## src/rtl/hazard_ctrl.sv

```systemverilog
// ---------------------------------------------------------------------------
// hazard_ctrl -- hazard detection and forwarding control for a 5-stage
// in-order pipeline (IF, ID, EX, MEM, WB).
//
// Purpose
//   Keeps small shadow records of the instructions now in EX and MEM
//   (destination register, writeback enable, load flag). From these it
//   derives the operand forwarding selects for the instruction in ID,
//   detects load-use hazards, and sequences stalls, flushes and memory-wait
//   freezes.
//
// Per-cycle priority: mem_busy (freeze) > ex_branch_taken (flush) > load-use.
//
// Optional feature
//   HAZARD_PERF_CNT_EN : when defined, adds output stall_cycles, a
//   saturating count of the cycles in which pc_stall was 1.
//
// Ports
//   clk                    in   pipeline clock, rising edge
//   rst                    in   asynchronous reset, active low
//   id_valid               in   valid instruction in ID
//   id_rs1_addr/rs2_addr   in   ID source registers (5 bits each)
//   id_uses_rs1/rs2        in   source actually read by the ID instruction
//   id_rd_addr             in   ID destination register
//   id_writeback_en        in   ID instruction writes rd
//   id_writeback_from_mem  in   ID instruction is a load
//   ex_branch_taken        in   taken branch/jump resolved in EX
//   mem_busy               in   data memory not ready this cycle
//   pc_stall, if_id_stall  out  hold PC and IF/ID
//   if_id_flush            out  IF/ID becomes a NOP
//   id_ex_bubble           out  ID/EX loads a NOP
//   pipe_freeze            out  hold ID/EX, EX/MEM and MEM/WB
//   rs1/rs2_take_prev1     out  forward from the EX-stage result
//   rs1/rs2_take_prev2     out  forward from the MEM/WB result
//   dbg_state              out  current FSM state (0 RUN, 1 LOAD_STALL,
//                               2 MEM_WAIT)
//   stall_cycles           out  (HAZARD_PERF_CNT_EN only) stall cycle count
//
// Handshake note: there is no valid/ready pair here. id_valid qualifies the
// ID fields for the cycle it is high; mem_busy acts as a not-ready for the
// whole back end and takes effect combinationally in the same cycle.
// ---------------------------------------------------------------------------
module hazard_ctrl (
  input  logic       clk,
  input  logic       rst,
  input  logic       id_valid,
  input  logic [4:0] id_rs1_addr,
  input  logic [4:0] id_rs2_addr,
  input  logic       id_uses_rs1,
  input  logic       id_uses_rs2,
  input  logic [4:0] id_rd_addr,
  input  logic       id_writeback_en,
  input  logic       id_writeback_from_mem,
  input  logic       ex_branch_taken,
  input  logic       mem_busy,
  output logic       pc_stall,
  output logic       if_id_stall,
  output logic       if_id_flush,
  output logic       id_ex_bubble,
  output logic       pipe_freeze,
  output logic       rs1_take_prev1,
  output logic       rs2_take_prev1,
  output logic       rs1_take_prev2,
  output logic       rs2_take_prev2,
  output logic [1:0] dbg_state
`ifdef HAZARD_PERF_CNT_EN
  ,
  output logic [31:0] stall_cycles
`endif
);

  typedef enum logic [1:0] {
    ST_RUN        = 2'd0,
    ST_LOAD_STALL = 2'd1,
    ST_MEM_WAIT   = 2'd2
  } state_t;

  state_t     r_state;

  // Shadow stage records.
  logic [4:0] r_ex_rd;
  logic       r_ex_wb;
  logic       r_ex_load;
  logic [4:0] r_mem_rd;
  logic       r_mem_wb;
  logic       r_mem_load;

  logic w_ex_live;
  logic w_mem_live;
  logic w_rs1_ex;
  logic w_rs2_ex;
  logic w_rs1_mem;
  logic w_rs2_mem;
  logic w_load_use;
  logic w_freeze;
  logic w_flush;
  logic w_lu_stall;
  logic w_bubble;
  logic w_pc_stall;
  logic w_fwd_ok;
  logic w_rs1_p1;
  logic w_rs2_p1;
  logic w_rs1_p2;
  logic w_rs2_p2;

  // A record only produces a value if it writes back a register other
  // than x0; this is what keeps x0 from ever being forwarded or stalled on.
  assign w_ex_live  = r_ex_wb  && (r_ex_rd  != 5'd0);
  assign w_mem_live = r_mem_wb && (r_mem_rd != 5'd0);

  assign w_rs1_ex  = id_valid && id_uses_rs1 && w_ex_live  && (id_rs1_addr == r_ex_rd);
  assign w_rs2_ex  = id_valid && id_uses_rs2 && w_ex_live  && (id_rs2_addr == r_ex_rd);
  assign w_rs1_mem = id_valid && id_uses_rs1 && w_mem_live && (id_rs1_addr == r_mem_rd);
  assign w_rs2_mem = id_valid && id_uses_rs2 && w_mem_live && (id_rs2_addr == r_mem_rd);

  assign w_load_use = r_ex_load && (w_rs1_ex || w_rs2_ex);

  // Priority chain: freeze masks everything, a taken branch masks load-use.
  assign w_freeze   = mem_busy;
  assign w_flush    = !w_freeze && ex_branch_taken;
  assign w_lu_stall = !w_freeze && !ex_branch_taken && w_load_use;
  assign w_bubble   = w_flush || w_lu_stall;
  assign w_pc_stall = w_freeze || w_lu_stall;

  // Forwarding is meaningless when the ID instruction will not advance.
  assign w_fwd_ok = !w_freeze && !w_bubble;
  assign w_rs1_p1 = w_fwd_ok && w_rs1_ex && !r_ex_load;
  assign w_rs2_p1 = w_fwd_ok && w_rs2_ex && !r_ex_load;
  assign w_rs1_p2 = w_fwd_ok && w_rs1_mem && !w_rs1_p1;
  assign w_rs2_p2 = w_fwd_ok && w_rs2_mem && !w_rs2_p1;

  // Outputs must drop as soon as rst falls, not at the next edge, so the
  // combinational results are qualified by rst directly.
  assign pc_stall       = rst && w_pc_stall;
  assign if_id_stall    = rst && w_pc_stall;
  assign if_id_flush    = rst && w_flush;
  assign id_ex_bubble   = rst && w_bubble;
  assign pipe_freeze    = rst && w_freeze;
  assign rs1_take_prev1 = rst && w_rs1_p1;
  assign rs2_take_prev1 = rst && w_rs2_p1;
  assign rs1_take_prev2 = rst && w_rs1_p2;
  assign rs2_take_prev2 = rst && w_rs2_p2;
  assign dbg_state      = r_state;

  // The output equations are identical in every state: after a load-use
  // bubble EX holds a NOP, so the re-evaluated instruction naturally sees
  // the load in MEM (prev2); after a freeze the held records reproduce the
  // pre-freeze evaluation. The state register tracks which phase we are in.
  always_ff @(posedge clk or negedge rst) begin
    if (!rst) begin
      r_state    <= ST_RUN;
      r_ex_rd    <= 5'd0;
      r_ex_wb    <= 1'b0;
      r_ex_load  <= 1'b0;
      r_mem_rd   <= 5'd0;
      r_mem_wb   <= 1'b0;
      r_mem_load <= 1'b0;
    end else begin
      if (w_freeze) begin
        r_state <= ST_MEM_WAIT;
      end else if (w_lu_stall) begin
        r_state <= ST_LOAD_STALL;
      end else begin
        r_state <= ST_RUN;
      end

      if (!w_freeze) begin
        r_mem_rd   <= r_ex_rd;
        r_mem_wb   <= r_ex_wb;
        r_mem_load <= r_ex_load;
        if (id_valid && !w_bubble) begin
          r_ex_rd   <= id_rd_addr;
          r_ex_wb   <= id_writeback_en;
          r_ex_load <= id_writeback_from_mem;
        end else begin
          r_ex_rd   <= 5'd0;
          r_ex_wb   <= 1'b0;
          r_ex_load <= 1'b0;
        end
      end
    end
  end

`ifdef HAZARD_PERF_CNT_EN
  logic [31:0] r_stall_cnt;

  always_ff @(posedge clk or negedge rst) begin
    if (!rst) begin
      r_stall_cnt <= 32'd0;
    end else if (w_pc_stall && (r_stall_cnt != 32'hFFFF_FFFF)) begin
      r_stall_cnt <= r_stall_cnt + 32'd1;
    end
  end

  assign stall_cycles = r_stall_cnt;
`endif

endmodule

```

## config.mk

```make
export PLATFORM = sky130hd
export DESIGN_NAME = hazard_ctrl
export DESIGN_NICKNAME = d
export VERILOG_FILES = /design/src/rtl/hazard_ctrl.sv
export SDC_FILE = /design/constraint.sdc
export NUM_CORES = 1
export LEC_CHECK = 0
export CAP_MARGIN = 20
export CELL_PAD_IN_SITES_DETAIL_PLACEMENT = 1
export CELL_PAD_IN_SITES_GLOBAL_PLACEMENT = 2
export CORE_MARGIN = 2
export CORE_UTILIZATION = 30
export DETAILED_ROUTE_END_ITERATION = 10
export DONT_BUFFER_PORTS = 1
export HOLD_SLACK_MARGIN = 0.02
export PLACE_DENSITY = 0.65
export SETUP_SLACK_MARGIN = 0.4
export SYNTH_ARGS = -nofsm -noshare
export SYNTH_HDL_FRONTEND = slang
export SYNTH_SLANG_ARGS = --single-unit
```

## constraint.sdc

```tcl
create_clock -name clk -period 2.4 [get_ports clk]
set_clock_uncertainty 0.05 [all_clocks]
set_input_delay 0.36 -clock clk [delete_from_list [all_inputs] [get_ports clk]]
set_output_delay 0.36 -clock clk [all_outputs]
set_load 0.02 [all_outputs]
```

==> results of run 1 <==
## power groups by stage
stage	clock [mW]	sequential (mW)	combinational, mW
floorplan	0	0.289	0.0809
global placement	0	0.296	0.0818
detailed placement	0	0.297	0.0841
CTS	0.159	0.290	0.109
global route	0.175	0.295	0.134
finish	0.152	0.292	0.124
## layout by cell type, fill, tap and decap left out, types with 2 or more instances in the layout
cell type	instances
xnor2_1	14
dfrtp_1	12
buf_4	10
a22oi_1	7
a21oi_1	7
nand4_1	6
mux2_2	6
xnor2_2	5
nand3_1	4
and2_1	3
clkbuf_4	3
dfrtp_2	3
nor2_1	2
o21bai_4	2
nor3_1	2
o22ai_2	2
a2111oi_4	2
## synth_stat cells (all sizes together), types with 3 or more instances
cell,number,area [µm²]
o22ai,3,18.8
clkbuf,3,21.3
nand3,5,25.0
and2,4,27.5
dfrtp,15,375
mux2,6,67.6
a22oi,7,52.6
a21oi,7,35.0
xnor2,20,175
nand4,6,37.5
## worst max-delay path by stage
stage,startpoint,to
after floorplan,r_ex_rd[0],rs1_take_prev2
after global placement,r_ex_rd[0],rs2_take_prev2
after detailed placement,r_ex_rd[0],rs1_take_prev2
after CTS,r_ex_rd[0],rs1_take_prev2
after global routing,r_ex_rd[2],rs1_take_prev2
final,r_ex_rd[2],rs1_take_prev2
## stage by stage
stage               setup TNS, ps  cell area (µm²)  setup slack [ps]  total power [mW]
finish                          0             1280              71.4             0.568
global route                -84.7             1280             -35.1             0.604
CTS                             0             1200              30.9             0.559
detailed placement              0             1040               307             0.381
global placement                0             1040               344             0.378
floorplan                       0              985               288             0.370
## sequential cells by signal, summed over array words and instances, names as in the netlist
register,cells
r_mem_wb,1
r_ex_wb,1
r_ex_load,1
dbg_state,2
r_mem_rd,5
r_ex_rd,5
## timing repair
action,CTS,global route
hold buffers,1,0
gates resized for setup,10,12
pin swaps,2,10
endpoints found under the hold margin,15,0
endpoints found under the setup margin,7,7
setup buffers,6,1
## final cells by class
type,instances,share of cell area (%)
Sequential cell,15,29.6
Clock buffer,3,1.76
Multi-Input combinational cell,73,54.7
Clock inverter,1,0.585
Tap cell,44,4.29
Timing Repair Buffer,13,9.07
## logic make-up (layout without fill, tap and decap cells)
family                    after synthesis  after routing  synth area share, %
DFF                                    15             15                 38.5
xor gates and xnor gates               20             20                 17.9
buffers and inverters                   5             17                 4.10
and+or+nand+nor                        23             23                 13.6
muxes                                   6              6                 6.92
AOI/OAI and AO/OA                      24             24                 19.0
## per-layer routing
metal | vias up | GRT usage [%] | routed length, µm
met1 | 413 | 20.9 | 1190
met4 | 0 | 7.45 | 47
li1 | 372 | - | -
met2 | 25 | 27.8 | 1530
met3 | 5 | 2.52 | 127
met5 | - | 0 | 0
==> impl_results.md, run 1 <==
* Worst skew pair latency at 290 ps
* Status: finished, final reports clean
* Cell Rows at 20
* Worst vdd ir at 0.220 mV
* Max stage delay on crit path at between 400 and 500 ps
* CTS H-tree depth at 1
* Final Cycle Share at roughly 97%
* CP Capture Type: primary output
* Worst R2R End: dbg_state[0]
* # IOs at 35
* Die Ht at 61.0 µm
* Post-synth EDFFs at 0
* Die width at a little over 60 µm
* Drt pass-1 iters at 4
* Seq pwr share at roughly 51%
* Post-route ant nets at 0
* GP Congestion at roughly 0.84
* Synth warnings at 0
* Total die area at around 0.0037 mm²
* Hold Violations, Final at 0
* Critical path class: register to primary output
* Fin crit period at between 2000 and 2500 ps
* Initial antenna violation count at 0
* Register area at between 300 and 400 µm²
* Synth async-reset ratio at 100%
* Layout Cells excl Fill at 149
* Cell count along the critical path at 4
* DRT iter0 DRCs at 18
* Vias in the first global route at 903
* Total Routing Usage GR at between 10% and 20%
* Hold path depth at 0
* CTS clk-pin slew, worst paths at 100 ps
* Cts bufs inserted at 3
* Max-cap violations at 0
* Core area at 0.00308 mm²
* NetSw at around 0.17 mW
* Vias at around 820
* Worst Hold Class: input pin to register
* Area of the mapped netlist at ~980 µm²
* Number of nets in the layout at 130
* Fin Hold WS at approximately 47 ps
* Syn_area_per_cell at 10.5 µm²
* Switching share of power at between 20% and 30%
* Relative slew slack at between 50 and 60%
* Worst Tran Pin Value at 689 ps
* Largest net degree at the start of global routing at 18
* Power Internal at 0.401 mW
* Diode count at 0
* # clock sinks at 15
* Seq/Total Area, Yosys at 38.5%
* DP Wirelength at 1990 µm
* Endpoint, Worst Hold: dbg_state[1]
* Max clock buf depth at 2
* WP data required at between 1500 and 2000 ps
* Crit-path cells: or3_1 > o311a_4 > a2111oi_4 > buf_4
* Power density over the cells at between 400 and 500 mW/mm²
* Post-Route Utilization at 41.7%
* Filler instances at approximately 340
* GRT overflow at 0
* Fraction of power consumed by the clock network at between 20% and 30%
* Crit-path leading delay family: compound AO/OA/AOI/OAI gates
* R2R depth at 5
* Area of the multi-input gates at about 700 µm²
* Combinational power share at 21.8%
* Vias/cell at 5.47
* CP startpoint kind: register
* Reg2Reg Setup Slack at ~610 ps
* Worst path bufs/invs at 1
* Starting Density at 31.7%
* Yosys cell types at 26
* Area Growth Syn to Fin at 31.4%
* CTS tree: yes
* Post-Synthesis Cells at between 90 and 100
* Final setup vio count at 0
* Lkg Pwr at roughly 0.46 nW
* CP max FO at 4
* Cell count after placement at about 140
* Arrival time worst endpoint at 1920 ps
* WL final at 2890 µm
* Synthesized flop and latch total at 15
* Routed len/inst at ~19 µm
* RSZ-0062 raised after global routing: yes
* Layout cell share with drive strength beyond 1 at around 40%
* First-pass GRT wire length at approximately 4400 µm
* Hold_sp: mem_busy
* Port Buf Inserts at 0
* CTS root buf: clkbuf_4
* DRC viols at 0
* Synthesized Nets at 117
* Ys flop type: dfrtp_1
* Worst R2R Start: r_ex_rd[2]
* CP max-delay cell: dfrtp_2
* Fmax at 429 MHz
* Final Max Slew Viols at 0
No activity file was read; power rests on OpenSTA's default activity.
==> inputs of run 2 (changes only) <==
--- a/config.mk
+++ b/config.mk
@@ -10,8 +10,10 @@
 export CELL_PAD_IN_SITES_GLOBAL_PLACEMENT = 2
 export CORE_MARGIN = 2
 export CORE_UTILIZATION = 30
+export CTS_CLUSTER_SIZE = 28
 export DETAILED_ROUTE_END_ITERATION = 10
 export DONT_BUFFER_PORTS = 1
+export GPL_TIMING_DRIVEN = 1
 export HOLD_SLACK_MARGIN = 0.02
 export PLACE_DENSITY = 0.65
 export SETUP_SLACK_MARGIN = 0.4
==> results of run 2 <==
No change in the layout: final DEF, timing and power equal those of run 1.
